$ cat config.mk
export PLATFORM = sky130hd
export DESIGN_NAME = mmu_cmpl_router_flat
export DESIGN_NICKNAME = d
export VERILOG_FILES = /design/src/rtl/mmu_cmpl_router_if.sv /design/src/rtl/mmu_cmpl_router.sv /design/src/flat_wrapper.sv
export SDC_FILE = /design/constraint.sdc
export NUM_CORES = 1
export LEC_CHECK = 0
export CORE_UTILIZATION = 53
export CTS_CLUSTER_DIAMETER = 80
export DETAILED_ROUTE_END_ITERATION = 12
export PLACE_DENSITY = 0.78
export SLEW_MARGIN = 40
export SYNTH_ARGS = -nofsm -noshare
export SYNTH_HDL_FRONTEND = slang
export SYNTH_SLANG_ARGS = --single-unit
$ cat constraint.sdc
create_clock -name aclk -period 3.34 [get_ports aclk]
set_clock_uncertainty 0.2 [all_clocks]
set_input_delay 0.334 -clock aclk [delete_from_list [all_inputs] [get_ports aclk]]
set_output_delay 0.334 -clock aclk [all_outputs]
set_load 0.01 [all_outputs]
$ cat src/rtl/mmu_cmpl_router_if.sv
// rtl/mmu_cmpl_router_if.sv - ordering-entry, dma-done and per-region completion bundle
// Purpose: groups every handshake/status signal of mmu_cmpl_router.
//   master: the side feeding ordering entries and done pulses and consuming completions
//   slave : the router itself
// Signals:
//   s_mux_valid/ready/vfid/pid/dest/last  ordering entry channel (one per XDMA chunk)
//   dma_done                              one-cycle pulse per completed chunk
//   m_done_valid/ready/pid/dest           per-region completion channels (slice i = region i)
//   outstanding                           entries held in the ordering FIFO
//   err_underflow, err_timeout            sticky error flags
interface mmu_cmpl_router_if #(
    parameter int N_REGIONS     = 4,
    parameter int N_OUTSTANDING = 16,
    parameter int PID_BITS      = 6,
    parameter int DEST_BITS     = 4
);
    localparam int RID_BITS = (N_REGIONS > 1) ? $clog2(N_REGIONS) : 1;
    localparam int CNT_BITS = $clog2(N_OUTSTANDING) + 1;

    logic                           s_mux_valid;
    logic                           s_mux_ready;
    logic [RID_BITS-1:0]            s_mux_vfid;
    logic [PID_BITS-1:0]            s_mux_pid;
    logic [DEST_BITS-1:0]           s_mux_dest;
    logic                           s_mux_last;
    logic                           dma_done;
    logic [N_REGIONS-1:0]           m_done_valid;
    logic [N_REGIONS-1:0]           m_done_ready;
    logic [N_REGIONS*PID_BITS-1:0]  m_done_pid;
    logic [N_REGIONS*DEST_BITS-1:0] m_done_dest;
    logic [CNT_BITS-1:0]            outstanding;
    logic                           err_underflow;
    logic                           err_timeout;

    modport master (
        output s_mux_valid, s_mux_vfid, s_mux_pid, s_mux_dest, s_mux_last,
        output dma_done, m_done_ready,
        input  s_mux_ready, m_done_valid, m_done_pid, m_done_dest,
        input  outstanding, err_underflow, err_timeout
    );

    modport slave (
        input  s_mux_valid, s_mux_vfid, s_mux_pid, s_mux_dest, s_mux_last,
        input  dma_done, m_done_ready,
        output s_mux_ready, m_done_valid, m_done_pid, m_done_dest,
        output outstanding, err_underflow, err_timeout
    );
endinterface

$ cat src/rtl/mmu_cmpl_router.sv
// rtl/mmu_cmpl_router.sv - matches XDMA done pulses to ordering entries and routes completions
// Purpose: an ordering FIFO records one entry per issued chunk; each dma_done pulse
//   retires the head entry in issue order, and the entry flagged last produces a
//   (pid, dest) completion in the owning region's one-entry output slot.
// Ports:
//   aclk, areset : clock, asynchronous active-high reset
//   bus          : mmu_cmpl_router_if.slave (ordering entries, dma_done, completions, status)
// Optional feature: define MMU_CMPL_TIMEOUT_EN to build the stuck-FIFO watchdog
//   driving err_timeout; otherwise err_timeout is tied low.
module mmu_cmpl_router #(
    parameter int N_REGIONS      = 4,
    parameter int N_OUTSTANDING  = 16,
    parameter int PID_BITS       = 6,
    parameter int DEST_BITS      = 4,
    parameter int TIMEOUT_CYCLES = 65536
) (
    input  logic             aclk,
    input  logic             areset,
    mmu_cmpl_router_if.slave bus
);
    localparam int RID_BITS = (N_REGIONS > 1) ? $clog2(N_REGIONS) : 1;
    localparam int PTR_BITS = $clog2(N_OUTSTANDING);
    localparam int CNT_BITS = PTR_BITS + 1;

    typedef struct packed {
        logic [RID_BITS-1:0]  vfid;
        logic [PID_BITS-1:0]  pid;
        logic [DEST_BITS-1:0] dest;
        logic                 last;
    } entry_t;

    typedef enum logic [1:0] {S_IDLE, S_POP, S_BLOCK} state_t;

    entry_t               fifo_mem [N_OUTSTANDING];
    logic [PTR_BITS-1:0]  wr_ptr, rd_ptr;
    logic [CNT_BITS-1:0]  count, pend;
    state_t               state;
    entry_t               hold;
    logic [N_REGIONS-1:0] slot_valid;
    logic [PID_BITS-1:0]  slot_pid  [N_REGIONS];
    logic [DEST_BITS-1:0] slot_dest [N_REGIONS];
    logic                 err_underflow_q;

    logic full, push, pop, done_acc, vfid_ok, tgt_free, load_en;

    assign full     = (count == CNT_BITS'(N_OUTSTANDING));
    assign push     = bus.s_mux_valid && !full;
    // A done only matches if an entry exists that no earlier done has claimed.
    // Comparing registered pend/count keeps this exact across a same-cycle pop,
    // since the pop lowers both by one.
    assign done_acc = bus.dma_done && (pend < count);
    assign pop      = (state == S_IDLE) && (pend != '0) && (count != '0);

    // Target slot lookup without out-of-range indexing; an unknown vfid is
    // treated as a discard so it can never wedge the FSM.
    always_comb begin
        vfid_ok  = 1'b0;
        tgt_free = 1'b0;
        for (int i = 0; i < N_REGIONS; i++) begin
            if (hold.vfid == RID_BITS'(i)) begin
                vfid_ok  = 1'b1;
                tgt_free = !slot_valid[i] || bus.m_done_ready[i];
            end
        end
    end

    assign load_en = vfid_ok && tgt_free &&
                     (((state == S_POP) && hold.last) || (state == S_BLOCK));

    always_ff @(posedge aclk) begin
        if (push) begin
            fifo_mem[wr_ptr] <= '{vfid: bus.s_mux_vfid, pid: bus.s_mux_pid,
                                  dest: bus.s_mux_dest, last: bus.s_mux_last};
        end
    end

    always_ff @(posedge aclk or posedge areset) begin
        if (areset) begin
            wr_ptr          <= '0;
            rd_ptr          <= '0;
            count           <= '0;
            pend            <= '0;
            state           <= S_IDLE;
            hold            <= '0;
            err_underflow_q <= 1'b0;
        end else begin
            if (push) wr_ptr <= wr_ptr + PTR_BITS'(1);
            if (pop)  rd_ptr <= rd_ptr + PTR_BITS'(1);

            case ({push, pop})
                2'b10:   count <= count + CNT_BITS'(1);
                2'b01:   count <= count - CNT_BITS'(1);
                default: ;
            endcase

            case ({done_acc, pop})
                2'b10:   pend <= pend + CNT_BITS'(1);
                2'b01:   pend <= pend - CNT_BITS'(1);
                default: ;
            endcase

            if (bus.dma_done && !done_acc) err_underflow_q <= 1'b1;

            case (state)
                S_IDLE: begin
                    if (pop) begin
                        hold  <= fifo_mem[rd_ptr];
                        state <= S_POP;
                    end
                end
                S_POP: begin
                    if (!hold.last || !vfid_ok || tgt_free) state <= S_IDLE;
                    else                                    state <= S_BLOCK;
                end
                S_BLOCK: begin
                    if (!vfid_ok || tgt_free) state <= S_IDLE;
                end
                default: state <= S_IDLE;
            endcase
        end
    end

    // Load wins over drain so a draining slot can be refilled in the same cycle.
    always_ff @(posedge aclk or posedge areset) begin
        if (areset) begin
            slot_valid <= '0;
            for (int i = 0; i < N_REGIONS; i++) begin
                slot_pid[i]  <= '0;
                slot_dest[i] <= '0;
            end
        end else begin
            for (int i = 0; i < N_REGIONS; i++) begin
                if (load_en && (hold.vfid == RID_BITS'(i))) begin
                    slot_valid[i] <= 1'b1;
                    slot_pid[i]   <= hold.pid;
                    slot_dest[i]  <= hold.dest;
                end else if (slot_valid[i] && bus.m_done_ready[i]) begin
                    slot_valid[i] <= 1'b0;
                end
            end
        end
    end

    genvar g;
    generate
        for (g = 0; g < N_REGIONS; g++) begin : g_out
            assign bus.m_done_pid[g*PID_BITS +: PID_BITS]    = slot_pid[g];
            assign bus.m_done_dest[g*DEST_BITS +: DEST_BITS] = slot_dest[g];
        end
    endgenerate

    assign bus.m_done_valid  = slot_valid;
    assign bus.s_mux_ready   = !full;
    assign bus.outstanding   = count;
    assign bus.err_underflow = err_underflow_q;

`ifdef MMU_CMPL_TIMEOUT_EN
    localparam int TMO_BITS = $clog2(TIMEOUT_CYCLES + 1);

    logic [TMO_BITS-1:0] tmo_cnt;
    logic                tmo_err;

    // Counts cycles with entries waiting but no done progress; saturates at the limit.
    always_ff @(posedge aclk or posedge areset) begin
        if (areset) begin
            tmo_cnt <= '0;
            tmo_err <= 1'b0;
        end else if (done_acc || (count == '0)) begin
            tmo_cnt <= '0;
        end else if (tmo_cnt != TMO_BITS'(TIMEOUT_CYCLES)) begin
            tmo_cnt <= tmo_cnt + TMO_BITS'(1);
            if (tmo_cnt == TMO_BITS'(TIMEOUT_CYCLES - 1)) tmo_err <= 1'b1;
        end
    end

    assign bus.err_timeout = tmo_err;
`else
    logic unused_timeout;
    assign unused_timeout  = (TIMEOUT_CYCLES == 0);
    assign bus.err_timeout = 1'b0;
`endif
endmodule

$ cat src/flat_wrapper.sv
// flat-port wrapper written by rule: the top's interface ports become plain ports
module mmu_cmpl_router_flat 
#(
    parameter int N_REGIONS      = 4,
    parameter int N_OUTSTANDING  = 16,
    parameter int PID_BITS       = 6,
    parameter int DEST_BITS      = 4,
    parameter int TIMEOUT_CYCLES = 65536
)
  (aclk, areset, bus_s_mux_valid, bus_s_mux_vfid, bus_s_mux_pid, bus_s_mux_dest, bus_s_mux_last, bus_dma_done, bus_m_done_ready, bus_s_mux_ready, bus_m_done_valid, bus_m_done_pid, bus_m_done_dest, bus_outstanding, bus_err_underflow, bus_err_timeout);
  mmu_cmpl_router_if #(.N_REGIONS(N_REGIONS), .N_OUTSTANDING(N_OUTSTANDING), .PID_BITS(PID_BITS), .DEST_BITS(DEST_BITS)) bus_i ();
  input  logic aclk;
  input  logic areset;
  input wire logic [$bits(bus_i.s_mux_valid)-1:0] bus_s_mux_valid;
  input wire logic [$bits(bus_i.s_mux_vfid)-1:0] bus_s_mux_vfid;
  input wire logic [$bits(bus_i.s_mux_pid)-1:0] bus_s_mux_pid;
  input wire logic [$bits(bus_i.s_mux_dest)-1:0] bus_s_mux_dest;
  input wire logic [$bits(bus_i.s_mux_last)-1:0] bus_s_mux_last;
  input wire logic [$bits(bus_i.dma_done)-1:0] bus_dma_done;
  input wire logic [$bits(bus_i.m_done_ready)-1:0] bus_m_done_ready;
  output wire logic [$bits(bus_i.s_mux_ready)-1:0] bus_s_mux_ready;
  output wire logic [$bits(bus_i.m_done_valid)-1:0] bus_m_done_valid;
  output wire logic [$bits(bus_i.m_done_pid)-1:0] bus_m_done_pid;
  output wire logic [$bits(bus_i.m_done_dest)-1:0] bus_m_done_dest;
  output wire logic [$bits(bus_i.outstanding)-1:0] bus_outstanding;
  output wire logic [$bits(bus_i.err_underflow)-1:0] bus_err_underflow;
  output wire logic [$bits(bus_i.err_timeout)-1:0] bus_err_timeout;
  assign bus_i.s_mux_valid = bus_s_mux_valid;
  assign bus_i.s_mux_vfid = bus_s_mux_vfid;
  assign bus_i.s_mux_pid = bus_s_mux_pid;
  assign bus_i.s_mux_dest = bus_s_mux_dest;
  assign bus_i.s_mux_last = bus_s_mux_last;
  assign bus_i.dma_done = bus_dma_done;
  assign bus_i.m_done_ready = bus_m_done_ready;
  assign bus_s_mux_ready = bus_i.s_mux_ready;
  assign bus_m_done_valid = bus_i.m_done_valid;
  assign bus_m_done_pid = bus_i.m_done_pid;
  assign bus_m_done_dest = bus_i.m_done_dest;
  assign bus_outstanding = bus_i.outstanding;
  assign bus_err_underflow = bus_i.err_underflow;
  assign bus_err_timeout = bus_i.err_timeout;
  mmu_cmpl_router #(.N_REGIONS(N_REGIONS), .N_OUTSTANDING(N_OUTSTANDING), .PID_BITS(PID_BITS), .DEST_BITS(DEST_BITS), .TIMEOUT_CYCLES(TIMEOUT_CYCLES)) u_core (.aclk(aclk), .areset(areset), .bus(bus_i));
endmodule
==> results.toml <==
[clock_tree]
cts_tree = "yes"
clock-sinks = 286
tritoncts.num_buffers = 28
cts_setup_buffers = 0
worst_setup_hold_path_clk_slew_ps = 70
h-tree-depth = 1
clkLatencyLatePin_ps = 560
postCtsResizedCells = 0
ctsHoldBuffers = 0
clockBufferDepth = 3
cts-root-buf = "sky130_fd_sc_hd__clkbuf_16"

[drt]
routed_via_density = 5.84
finalWirelength_um = 22200
drc = 0
route.vias.total = 5810
antenna_violating_nets_left = 0
drt_iter0_drc = 452
drt_first_pass_iters = 5
wl_per_cell_um = 22.3

[grt]
grt_pass1_vias = 6204
grt_pass1_wl_um = 35100
gr-usage-all-layers_pct = 20.9
overflow = 0
grt_max_degree = 54
grt_antenna_before_repair = 0

[power]
powerDensity_nw_per_um2 = 933
worst_ir_drop_vdd_mv = 0.464
finalPower_mw = 12.6
power.static_leakage_nw = 4.92

[layout]
area_delta_synth_final_pct = 18.6
design.final.nets = 738
antenna-diode-count = 0
post_route_cells_drive_above_1_share_pct = 25.8
final_core_util_pct = 64.2
fin_cells = 995

[yosys]
yosys_register_bits = 286
synthesis.area_per_instance_um2 = 19.0
syn_nets = 640
yosysTopAreaCellShare_pct = 54.7
synth_common_cells = "208 x sky130_fd_sc_hd__edfxtp_1, 78 x sky130_fd_sc_hd__dfrtp_1, 53 x sky130_fd_sc_hd__mux4_2"
mappedNetlistArea_um2 = 11400
yosysUniqueCellTypes = 45
ys_seq_area_share_pct = 71.7
synthFlopType = "sky130_fd_sc_hd__edfxtp_1"
synth.most_common_cell = "sky130_fd_sc_hd__edfxtp_1"
postSynthCellCount = 600
synth-async-reset-ratio_pct = 27.3
ys.warnings.count = 0
yosys.area.top_type = "sky130_fd_sc_hd__edfxtp_1"
synth_enable_flop_cells = 208
post_synth_main_area_contributors = "sky130_fd_sc_hd__edfxtp_1 55%, sky130_fd_sc_hd__dfrtp_1 17%, sky130_fd_sc_hd__mux4_2 10%"

[timing]
final_max_slew_viol_count = 0
finalWorstSetupSlack_ps = 165
maxClockFrequency_mhz = 315
timing.max_slew.rel_slack_pct = 47.7
setup_viol_count_final = 0
hold_viol = 0
worst_slew_pin_slew_ps = 779
post-route-min-period_ps = 3170
final.period_utilization_pct = 95.1

[setup_path]
reg2reg_from = "u_core.pend[1]"
timing.critical_path.arrival_ps = 3390
critPathRequiredTime_ps = 3560
criticalPathCategory = "register to register"
critical_path.most_common_cell = "sky130_fd_sc_hd__ha_1"
cpMaxStageDelayCell = "sky130_fd_sc_hd__dfrtp_1"
worst-path-buf-inv = 0
worst-r2r-cell-count = 12
crit_path_cell_trace = "ha_1 -> a21o_1 -> a211o_1 -> a31oi_2 -> nand2_1 -> ha_1 -> ha_4 -> nor2b_1 -> o21ai_1 -> a21oi_1 -> or3b_1 -> xnor2_1"
reg2reg_to = "u_core.pend[4]"
max_stage_delay_ps = 410
worst-path-max-fanout = 4
top_delay_family_on_crit_path = "compound AO/OA/AOI/OAI gates"
regToRegSetupSlack_ps = 170
setup.worst_path.start_class = "register"
endpoint_kind = "register"

[status]
status = "complete, no violations"

[placed_design]
place.detailed.hpwl_um = 13900
numPortBuffers = 71
number_of_placed_instances_with_taps_included = 943
globalplace.congestion = 0.824
placement.setup.worst_slack_ps = 19.3

[die]
floorplan.rows = 53
die_footprint_um2 = 22200
fp.coreArea_um2 = 21100
die_w_um = 149
ios = 73
die_y_um = 149
starting_density_pct = 54.2

[min_path]
hp-class = "input port to asynchronous set/reset pin"

[flow_run]
max_cap_viol_count = 0
[kinds of logic after synthesis]
logic type / after synthesis / synth area share, %
xor+xnor: 14 / 1.07
mux: 123 / 17.0
other cells: 1 / 0.0328
fa+ha+maj: 19 / 2.21
simple gates: 81 / 3.60
compound gates: 32 / 2.05
buf+inv: 44 / 2.26
flops: 286 / 71.7
[state kept, by name, indices dropped and copies added (netlist names)]
register                  cells
u_core.bus.outstanding        5
u_core.fifo_mem             208
u_core.bus.m_done_valid       4
u_core.state                  2
u_core.pend                   5
u_core.hold                  13
u_core.wr_ptr                 4
u_core.bus.err_underflow      1
u_core.bus.m_done_pid        24
u_core.rd_ptr                 4
u_core.bus.m_done_dest       16
[placed cells by master, fill, tap and decap left out, types with 16 or more instances in the layout]
cell type and n:
sky130_fd_sc_hd__ha_1 16, sky130_fd_sc_hd__dfrtp_1 76, sky130_fd_sc_hd__mux2i_1 28, sky130_fd_sc_hd__mux4_2 53, sky130_fd_sc_hd__buf_4 23, sky130_fd_sc_hd__mux2_2 42, sky130_fd_sc_hd__edfxtp_1 208, sky130_fd_sc_hd__nand2_1 35
sky130_fd_sc_hd__clkdlybuf4s50_1 71, sky130_fd_sc_hd__clkbuf_16 28
[worst max-delay path by stage]
| stage | from | endpoint | slack (ps) | depth (start not counted) |
|---|---|---|---|---|
| 2_1_floorplan | u_core.bus.outstanding[1] | u_core.pend[4] | 80 | 13 |
| 3_3_place_gp | u_core.pend[1] | u_core.pend[4] | 150 | 12 |
| 3_5_place_dp | u_core.pend[1] | u_core.pend[4] | 20 | 12 |
| 4_1_cts | u_core.pend[1] | u_core.pend[4] | 7 | 12 |
| 5_1_grt | u_core.pend[1] | u_core.pend[4] | -10 | 13 |
| 6_report | u_core.pend[1] | u_core.pend[4] | 170 | 12 |
[layer usage]
metal,wire length (um),up-vias,GRT usage (%)
met5,0,-,0
met4,369,0,4.95
met3,1360,30,3.88
met2,11100,211,35.4
met1,9390,3039,28.4
li1,-,2530,-
[per-stage QoR]
stage               instance area, um2  setup TNS, ps  hold slack [ps]
floorplan                        11400              0              233
global placement                 12500              0              274
global route                     13500          -14.4             77.5
detailed placement               12500              0              279
CTS                              13500              0             27.9
finish                           13500              0             25.4
[final cells by class]
type / count / area [um2]
Tap cell: 275 / 344
Multi-Input combinational cell: 270 / 3010
Clock buffer: 35 / 747
Sequential cell: 286 / 8200
Inverter: 15 / 56.3
Timing Repair Buffer: 97 / 943
Fill cell: 1377 / 7540
Clock inverter: 17 / 244
[power breakdown]
part / internal, mW / total [mW] / leakage (nW) / switching [mW]
registers: 4.55 / 5.08 / 2.84 / 0.533
logic: 2.19 / 4.25 / 1.59 / 2.05
clock network: 1.99 / 3.31 / 0.487 / 1.32
Power figures use the tool's default switching activity.
